--- config.mk ---
export PLATFORM = sky130hd
export DESIGN_NAME = mmio_uart_tx
export DESIGN_NICKNAME = d
export VERILOG_FILES = /design/src/rtl/mmio_uart_tx.sv
export SDC_FILE = /design/constraint.sdc
export NUM_CORES = 1
export LEC_CHECK = 0
export ABC_AREA = 0
export BUFFER_PORTS_ARGS = -buffer_cell sky130_fd_sc_hd__buf_2
export CAP_MARGIN = 20
export CORE_MARGIN = 1
export CORE_UTILIZATION = 40
export DETAILED_ROUTE_END_ITERATION = 16
export GPL_ROUTABILITY_DRIVEN = 0
export PLACE_DENSITY = 0.66
export SYNTH_ARGS = -nofsm -noshare
export SYNTH_HDL_FRONTEND = slang
export SYNTH_SLANG_ARGS = --single-unit
--- constraint.sdc ---
create_clock -name clk -period 2.75 [get_ports clk]
set_input_delay 0.6875 -clock clk [delete_from_list [all_inputs] [get_ports clk]]
set_output_delay 0.6875 -clock clk [all_outputs]
set_load 0.005 [all_outputs]
--- src/rtl/mmio_uart_tx.sv ---
// mmio_uart_tx: memory-mapped 8N1 UART transmitter with a small TX FIFO
// Ports:
//   clk          clock
//   rst          asynchronous active-low reset
//   address      byte address from core; window is BASE_ADDR..BASE_ADDR+15
//   write_data   store data
//   write_mask   byte-lane enables, bit0 = write_data[7:0]
//   write_enable store strobe
//   read_data    combinational register read data (0 when not hit)
//   hit          address falls inside this block's window
//   tx           serial output, idle high
//   irq          registered interrupt (only when UART_TX_IRQ_EN is defined)
// Registers: 0x0 TXDATA, 0x4 STATUS, 0x8 DIV, 0xC reserved (IE when UART_TX_IRQ_EN).
module mmio_uart_tx #(
    parameter logic [31:0] BASE_ADDR  = 32'h1000_0000,
    parameter int          FIFO_DEPTH = 4,
    parameter logic [15:0] RESET_DIV  = 16'd867
) (
    input  logic        clk,
    input  logic        rst,
    input  logic [31:0] address,
    input  logic [31:0] write_data,
    input  logic [3:0]  write_mask,
    input  logic        write_enable,
    output logic [31:0] read_data,
    output logic        hit,
    output logic        tx
`ifdef UART_TX_IRQ_EN
    ,
    output logic        irq
`endif
);
    localparam int AW = $clog2(FIFO_DEPTH);
    localparam int CW = AW + 1;
    localparam logic [CW-1:0] DEPTH = CW'(FIFO_DEPTH);

    typedef enum logic [1:0] {IDLE, START, DATA, STOP} state_t;
    state_t state, state_n;

    logic [7:0]    mem [FIFO_DEPTH];
    logic [AW-1:0] wr_ptr, rd_ptr;
    logic [CW-1:0] count;
    logic          overflow;
    logic [15:0]   div;
    logic [15:0]   baud, baud_n;
    logic [2:0]    bit_idx, bit_n;
    logic [7:0]    shift, shift_n;
    logic          pop, done;
    logic [1:0]    off;
    logic          wr_hit, push_req, push_ok, empty, full;
    logic [31:0]   status, ie_rd;
    logic          unused;

    assign hit      = address[31:4] == BASE_ADDR[31:4];
    assign off      = address[3:2];
    assign wr_hit   = write_enable & hit;
    assign empty    = count == '0;
    assign full     = count == DEPTH;
    assign push_req = wr_hit & (off == 2'd0) & write_mask[0];
    // Uses the pre-edge count, so a pop on the same edge never makes room.
    assign push_ok  = push_req & ~full;
    assign status   = {19'd0, 5'(count), 4'd0, overflow, empty, full, (state != IDLE) | ~empty};
    assign done     = baud == 16'd0;

    assign read_data = !hit          ? 32'd0 :
                       off == 2'd1   ? status :
                       off == 2'd2   ? {16'd0, div} :
                       off == 2'd3   ? ie_rd : 32'd0;

    assign unused = ^{write_data[31:16], write_mask[3:2], address[1:0]};

    always_ff @(posedge clk) begin
        if (push_ok) mem[wr_ptr] <= write_data[7:0];
    end

    always_ff @(posedge clk or negedge rst) begin
        if (!rst) begin
            state    <= IDLE;
            wr_ptr   <= '0;
            rd_ptr   <= '0;
            count    <= '0;
            overflow <= 1'b0;
            div      <= RESET_DIV;
            baud     <= 16'd0;
            bit_idx  <= 3'd0;
            shift    <= 8'd0;
        end else begin
            state   <= state_n;
            baud    <= baud_n;
            bit_idx <= bit_n;
            shift   <= shift_n;
            if (push_ok) wr_ptr <= wr_ptr + AW'(1);
            if (pop) rd_ptr <= rd_ptr + AW'(1);
            count <= count + CW'(push_ok) - CW'(pop);
            if (push_req & full)
                overflow <= 1'b1;
            else if (wr_hit & (off == 2'd1) & write_mask[0] & write_data[3])
                overflow <= 1'b0;
            if (wr_hit & (off == 2'd2) & write_mask[0]) div[7:0]  <= write_data[7:0];
            if (wr_hit & (off == 2'd2) & write_mask[1]) div[15:8] <= write_data[15:8];
        end
    end

    // The baud counter reloads from the live DIV at every bit boundary, so a
    // DIV write mid-frame only affects bits that start after it.
    always_comb begin
        state_n = state;
        baud_n  = done ? div : baud - 16'd1;
        bit_n   = bit_idx;
        shift_n = shift;
        pop     = 1'b0;
        tx      = 1'b1;
        case (state)
            IDLE: begin
                baud_n = div;
                if (!empty) begin
                    pop     = 1'b1;
                    shift_n = mem[rd_ptr];
                    state_n = START;
                end
            end
            START: begin
                tx = 1'b0;
                if (done) begin
                    bit_n   = 3'd0;
                    state_n = DATA;
                end
            end
            DATA: begin
                tx = shift[0];
                if (done) begin
                    shift_n = shift >> 1;
                    bit_n   = bit_idx + 3'd1;
                    state_n = bit_idx == 3'd7 ? STOP : DATA;
                end
            end
            STOP: begin
                if (done) begin
                    pop     = ~empty;
                    shift_n = empty ? shift : mem[rd_ptr];
                    state_n = empty ? IDLE : START;
                end
            end
        endcase
    end

`ifdef UART_TX_IRQ_EN
    logic [1:0] ie;

    assign ie_rd = {30'd0, ie};

    always_ff @(posedge clk or negedge rst) begin
        if (!rst) begin
            ie  <= 2'd0;
            irq <= 1'b0;
        end else begin
            if (wr_hit & (off == 2'd3) & write_mask[0]) ie <= write_data[1:0];
            irq <= (ie[0] & empty & (state == IDLE)) | (ie[1] & overflow);
        end
    end
`else
    assign ie_rd = 32'd0;
`endif
endmodule

* Word-level counts from Yosys, hierarchy flattened
Memories as Yosys holds them, arrays and structs flattened.
Cells that the tools add are included.
** Storage, ports and cells
- Input bits :: 71
- Logic and storage cells :: 81
- Bits in registers :: 53
- Memories kept :: 1
- RAM bits :: 32
** Operators by class
- Reductions and logical operators :: 11
- Bitwise operators :: 14
- Eq/ne operators :: 12
- $add $sub $neg :: 6
- Mux-type cells :: 27
** Memory list
- mem :: depth 4, width 8, read ports 1, clocked after Yosys merged registers in 0, wr ports 1, RTL line 40 : logic [7:0] mem [FIFO_DEPTH];
** Operators with widths (count)
- $mux 16 :: 5
- $eq 28x25->1 const B :: 1
- $mux 8 :: 3
- $pmux 8 s3 :: 1
- $logic_not 16->1 :: 1
- $sub 16x1->16 const B :: 1
- $and 1x1->1 :: 11
- $mux 1 :: 8
- $mux 2 :: 4
- $ne 2x2->1 const B :: 4
- $pmux 2 s4 :: 1
- $eq 2x2->1 const B :: 3
- $eq 3x3->1 const B :: 2
- $mux 3 :: 2
- $pmux 3 s2 :: 1
- $reduce_and 3->1 :: 2
- $reduce_bool 2->1 :: 3
- $add 2x1->2 const B :: 2
- $eq 2x1->1 const B :: 2
- $logic_not 2->1 :: 2
- $pmux 1 s2 :: 2
- $reduce_and 4->1 :: 1
- $add 3x1->3 :: 1
- $add 3x1->3 const B :: 1
- 5 further kinds :: 6

* Logic depth before layout (Yosys ltp)
- Depth in word-level cells :: 7
- Depth in mapped cells :: 14
- Mapped depth without buffers :: 13

* Worst setup path after synthesis
OpenSTA, ideal clock, no wires.
- Path type :: input port to flip-flop
- Start :: input address[14]
- End :: register count[2]
- Buffers on the path :: 0
- Required time :: 2.626 ns
- Slack :: -0.173 ns
- Arrival time :: 2.799 ns
- Library setup time :: 0.124 ns
- Stages :: 11
- Cells stage by stage :: nor4_1 > nand4_2 > nor3b_2 > inv_1 > ha_1 > inv_1 > ha_1 > inv_1 > fa_1 > xnor2_1 > xnor2_1
** On the way
- Longest elaborated chain between the ends :: 7
** RTL lines
- from (decl) :: RTL line 21 : input logic [31:0] address,
- $eq 28x25->1 :: RTL line 54 : assign hit = address[31:4] == BASE_ADDR[31:4];
- $and 1x1->1 :: RTL line 56 : assign wr_hit = write_enable & hit;
- $and 1x1->1 (2 in series) :: RTL line 59 : assign push_req = wr_hit & (off == 2'd0) & write_mask[0];
- $and 1x1->1 :: RTL line 61 : assign push_ok = push_req & ~full;
- $add 3x1->3 :: RTL line 94 : count <= count + CW'(push_ok) - CW'(pop);
- $sub 3x1->3 :: RTL line 94
- to (signal assigned) :: RTL line 94
- to (decl) :: RTL line 42 : logic [CW-1:0] count;
No other way between the ends.
A chain may end at the register's enable or synchronous reset.

* Worst setup path after layout
- Start :: input address[6]
- End :: output read_data[5]
** On the way
- Longest elaborated chain between the ends :: 2
** RTL lines
- $eq 28x25->1 :: RTL line 54
- $mux 16 :: RTL line 65 : assign read_data = !hit ? 32'd0 :
- to (decl) :: RTL line 25 : output logic [31:0] read_data,
No other way between the ends.

==> summary.md <==
| Metric | Value |
|---|---|
| Status | `complete, no violations` |
| Mean Syn Cell Area | `between 10 and 15 µm²` |
| First drt pass iteration count | `4` |
| Area Overhead vs Synth | `21.5%` |
| Cell Area, Synth | `between 4000 and 5000 µm²` |
| Number of library cell types mapped by synthesis | `50` |
| Total I/O pin count | `105` |
| Setup TNS | `0 ns` |
| CORE AREA | `10500 µm²` |
| First-pass GRT wire length | `15000 µm` |
| Critical path depth | `8` |
| Drt initial violations | `137` |
| Most common cell on crit path | `buf_2` |
| Sequential-to-total area share from yosys stat | `between 50% and 60%` |
| CTS HTree Levels | `3` |
| Largest net degree at the start of global routing | `54` |
| Syn Inst Count | `353` |
| Max Root-Sink Buffers | `2` |
| Synth area leader | `dfrtp_1` |
| CP Buf/Inv Count | `4` |
| Top cells by area, synth | `dfrtp_1 (27%), edfxtp_1 (22%), mux2_2 (8.5%)` |
| Power density over the cells | `437 nW/µm²` |
| Final period utilization | `about 99%` |
| EDFF count, synth | `32` |
| Worst setup margin | `0.0343 ns` |
| Critical Path AT | `2.03 ns` |
| Vias | `3039` |
| DRC violations left | `0` |
| Wirelength per Cell | `15.6 µm` |
| F_max | `368 MHz` |
| Multi-input gate area | `2030 µm²` |
| Tmin final | `approximately 2.7 ns` |
| CP required | `2.06 ns` |
| R2r startpoint | `baud[0]$_DFF_PN0_` |
| Slowest stage cell, crit path | `nor4_4` |
| Congestion Overflow GR | `0` |
| Post-route ant nets | `0` |
| Final setup fails | `0` |
| Antenna violations before repair | `0` |
| Initial Utilization | `between 40% and 50%` |
| Warnings, synthesis | `0` |
| Seq cells post-synth | `85` |
| Dpl ws | `-0.111 ns` |
| CP Class | `primary input to output port` |
| Die X | `106 µm` |
| Die Ht | `106 µm` |
| Asr flop ratio synth | `62.4%` |
| Cells along the critical path | `buf_2 > nor4_4 > nand4_4 > or2_4 > inv_2 > buf_4 > and3_1 > buf_2` |
| Finished Layout Cells | `583` |
| Vias in the first global route | `approximately 3100` |
| Clk slew on worst S/H paths | `~0.090 ns` |
| Vias per cell | `~5.2` |
| Placed Cells | `565` |
| Max Cap Violations | `0` |
| Worst r2r path cells | `13` |
| TritonCTS Buffers | `9` |
| Leak | `2.45 nW` |
| Final wirelength | `just over 9000 µm` |
| Root buffer cell | `clkbuf_8` |
| Final Util | `50.7%` |
| Max VDD drop | `197 µV` |
| GRT Util Overall | `between 10% and 20%` |
| Rel. slew slack | `42.4%` |
| R2R setup slack | `0.12 ns` |
| TritonCTS clock tree | `built` |
| CTS Hold Buffers Added | `0` |
| Fillers | `924` |
| Endpoints failing hold | `0` |
| Max Slew Vio Count | `0` |
| Ys flop type | `dfrtp_1` |
| Critical-path maximum fanout | `2` |
| Antenna fix cells | `0` |
| R2r endpoint | `count[2]$_DFF_PN0_` |
| Hold Worst Slack | `0.457 ns` |
| Register area | `2290 µm²` |
| Post-synth top area share | `27.0%` |
| Share of cells above drive strength 1 | `approximately two fifths` |
| CP Launch Point | `address[6]` |
| Final nets | `~530` |
| Critical path's top delay family | `simple AND/OR/NAND/NOR gates` |
| Worst Setup EP | `read_data[5]` |
| Max incr delay on CP | `~0.31 ns` |
| Die area | `11300 µm²` |
| DP Wirelength | `~6700 µm` |
| Clk sinks | `85` |
| Most common cell in the netlist | `dfrtp_1` |
| Commonest cells in the netlist | `dfrtp_1 (47), mux2_2 (33), edfxtp_1 (32)` |
| Worst-Skew Late Latency | `0.36 ns` |
| Slew at the pin with the worst max-slew slack | `between 0.8 and 0.9 ns` |
| Rows | `37` |
| CP endpoint kind | `output port` |
| Startpoint Class | `primary input` |
| Skew final | `around 0.014 ns` |
| Port buffer count | `68` |
| Worst hold path class | `primary input to async pin` |
-- report_power, final --
part | switching [mW] | internal (mW)
clock | 0.477 | 0.430
combinational | 0.0599 | 0.0358
sequential | 0.00000000992 | 1.31
total | 0.537 | 1.78
-- per-stage QoR --
stage / power [mW] / instance area (µm²)
2_1_floorplan: 1.38 / 4550
3_3_place_gp: 1.44 / 5050
3_5_place_dp: 1.44 / 5050
4_1_cts: 2.34 / 5280
5_1_grt: 2.40 / 5300
6_report: 2.32 / 5300
-- worst min-delay path by stage --
stage                               startpoint              endpoint  slack [ns]  cells past startpoint
after floorplan                            rst     baud[0]$_DFF_PN0_        0.39                      0
after global placement    shift[2]$_DFFE_PN0P_  shift[2]$_DFFE_PN0P_        0.49                      1
after detailed placement  shift[1]$_DFFE_PN0P_  shift[1]$_DFFE_PN0P_        0.51                      1
after CTS                                  rst    baud[12]$_DFF_PN0_        0.47                      2
after global routing                       rst    baud[12]$_DFF_PN0_        0.51                      2
final                                      rst    baud[12]$_DFF_PN0_        0.46                      2
-- flip-flops by register name, indices dropped and copies added (netlist names) --
register and flops:
bit_idx 3, div 16, shift 8, state 2, baud 16, rd_ptr 2, overflow 1, mem 32
wr_ptr 2, count 3
-- cell type report --
| class | instances | share of cell area [%] |
|---|---|---|
| tap | 136 | 3.21 |
| clock buffer | 9 | 2.34 |
| sequential | 85 | 43.3 |
| clock inverter | 7 | 1.56 |
| inverter | 18 | 1.27 |
| multi-input combinational | 235 | 38.3 |
| timing repair buffer | 93 | 10.0 |
-- cell families after synthesis --
group	count (synthesis)	share of synthesized area, %
muxes	44	13.4
and+or+nand+nor	103	14.3
xor gates and xnor gates	14	2.81
AOI/OAI and AO/OA	43	6.74
DFF	85	52.6
adders and majority gates	15	4.48
other	1	0.0860
buffers and inverters	48	5.59
-- cells in the final DEF (no fill, tap or decap), types with 2 or more instances in the layout --
master | Yosys | routed
a211o_1 | 2 | 2
a21oi_1 | 15 | 14
a22o_1 | 2 | 2
a22oi_1 | 7 | 7
a31oi_1 | 3 | 3
and2_1 | 4 | 4
and3_1 | 9 | 8
buf_2 | 3 | 68
buf_4 | 16 | 24
clkbuf_8 | 0 | 9
clkinv_1 | 1 | 2
clkinvlp_4 | 0 | 2
conb_1 | 1 | 16
dfrtp_1 | 47 | 47
dfstp_2 | 6 | 6
edfxtp_1 | 32 | 32
ha_1 | 14 | 14
inv_1 | 17 | 16
inv_6 | 0 | 2
mux2_2 | 33 | 33
mux2i_1 | 2 | 2
mux4_2 | 8 | 8
nand2_1 | 28 | 28
nand3_1 | 7 | 6
nand4_1 | 2 | 2
nor2_1 | 14 | 14
nor2b_1 | 2 | 2
nor3b_1 | 3 | 2
nor4_1 | 14 | 7
nor4_4 | 4 | 10
o21ai_0 | 6 | 6
o31ai_1 | 2 | 2
or2_2 | 3 | 2
or3_1 | 2 | 2
or4_1 | 3 | 3
xnor2_1 | 14 | 14
-- timing repair --
item,CTS,global route
buffers inserted,2,0
gates resized for setup,2,5
gates cloned,0,0
pin swaps,2,0
setup endpoints to repair,9,5
-- metal layers --
layer	wire length [µm]	part of all wire (%)	vias to the layer above	GRT usage, %
li1	-	-	1433	-
met1	4010	44	1496	21.9
met2	4530	50	105	29.9
met3	460	5.1	5	3.80
met4	82	0.90	0	4.50
met5	0	0	-	0
(Power assumes the default switching activity.)
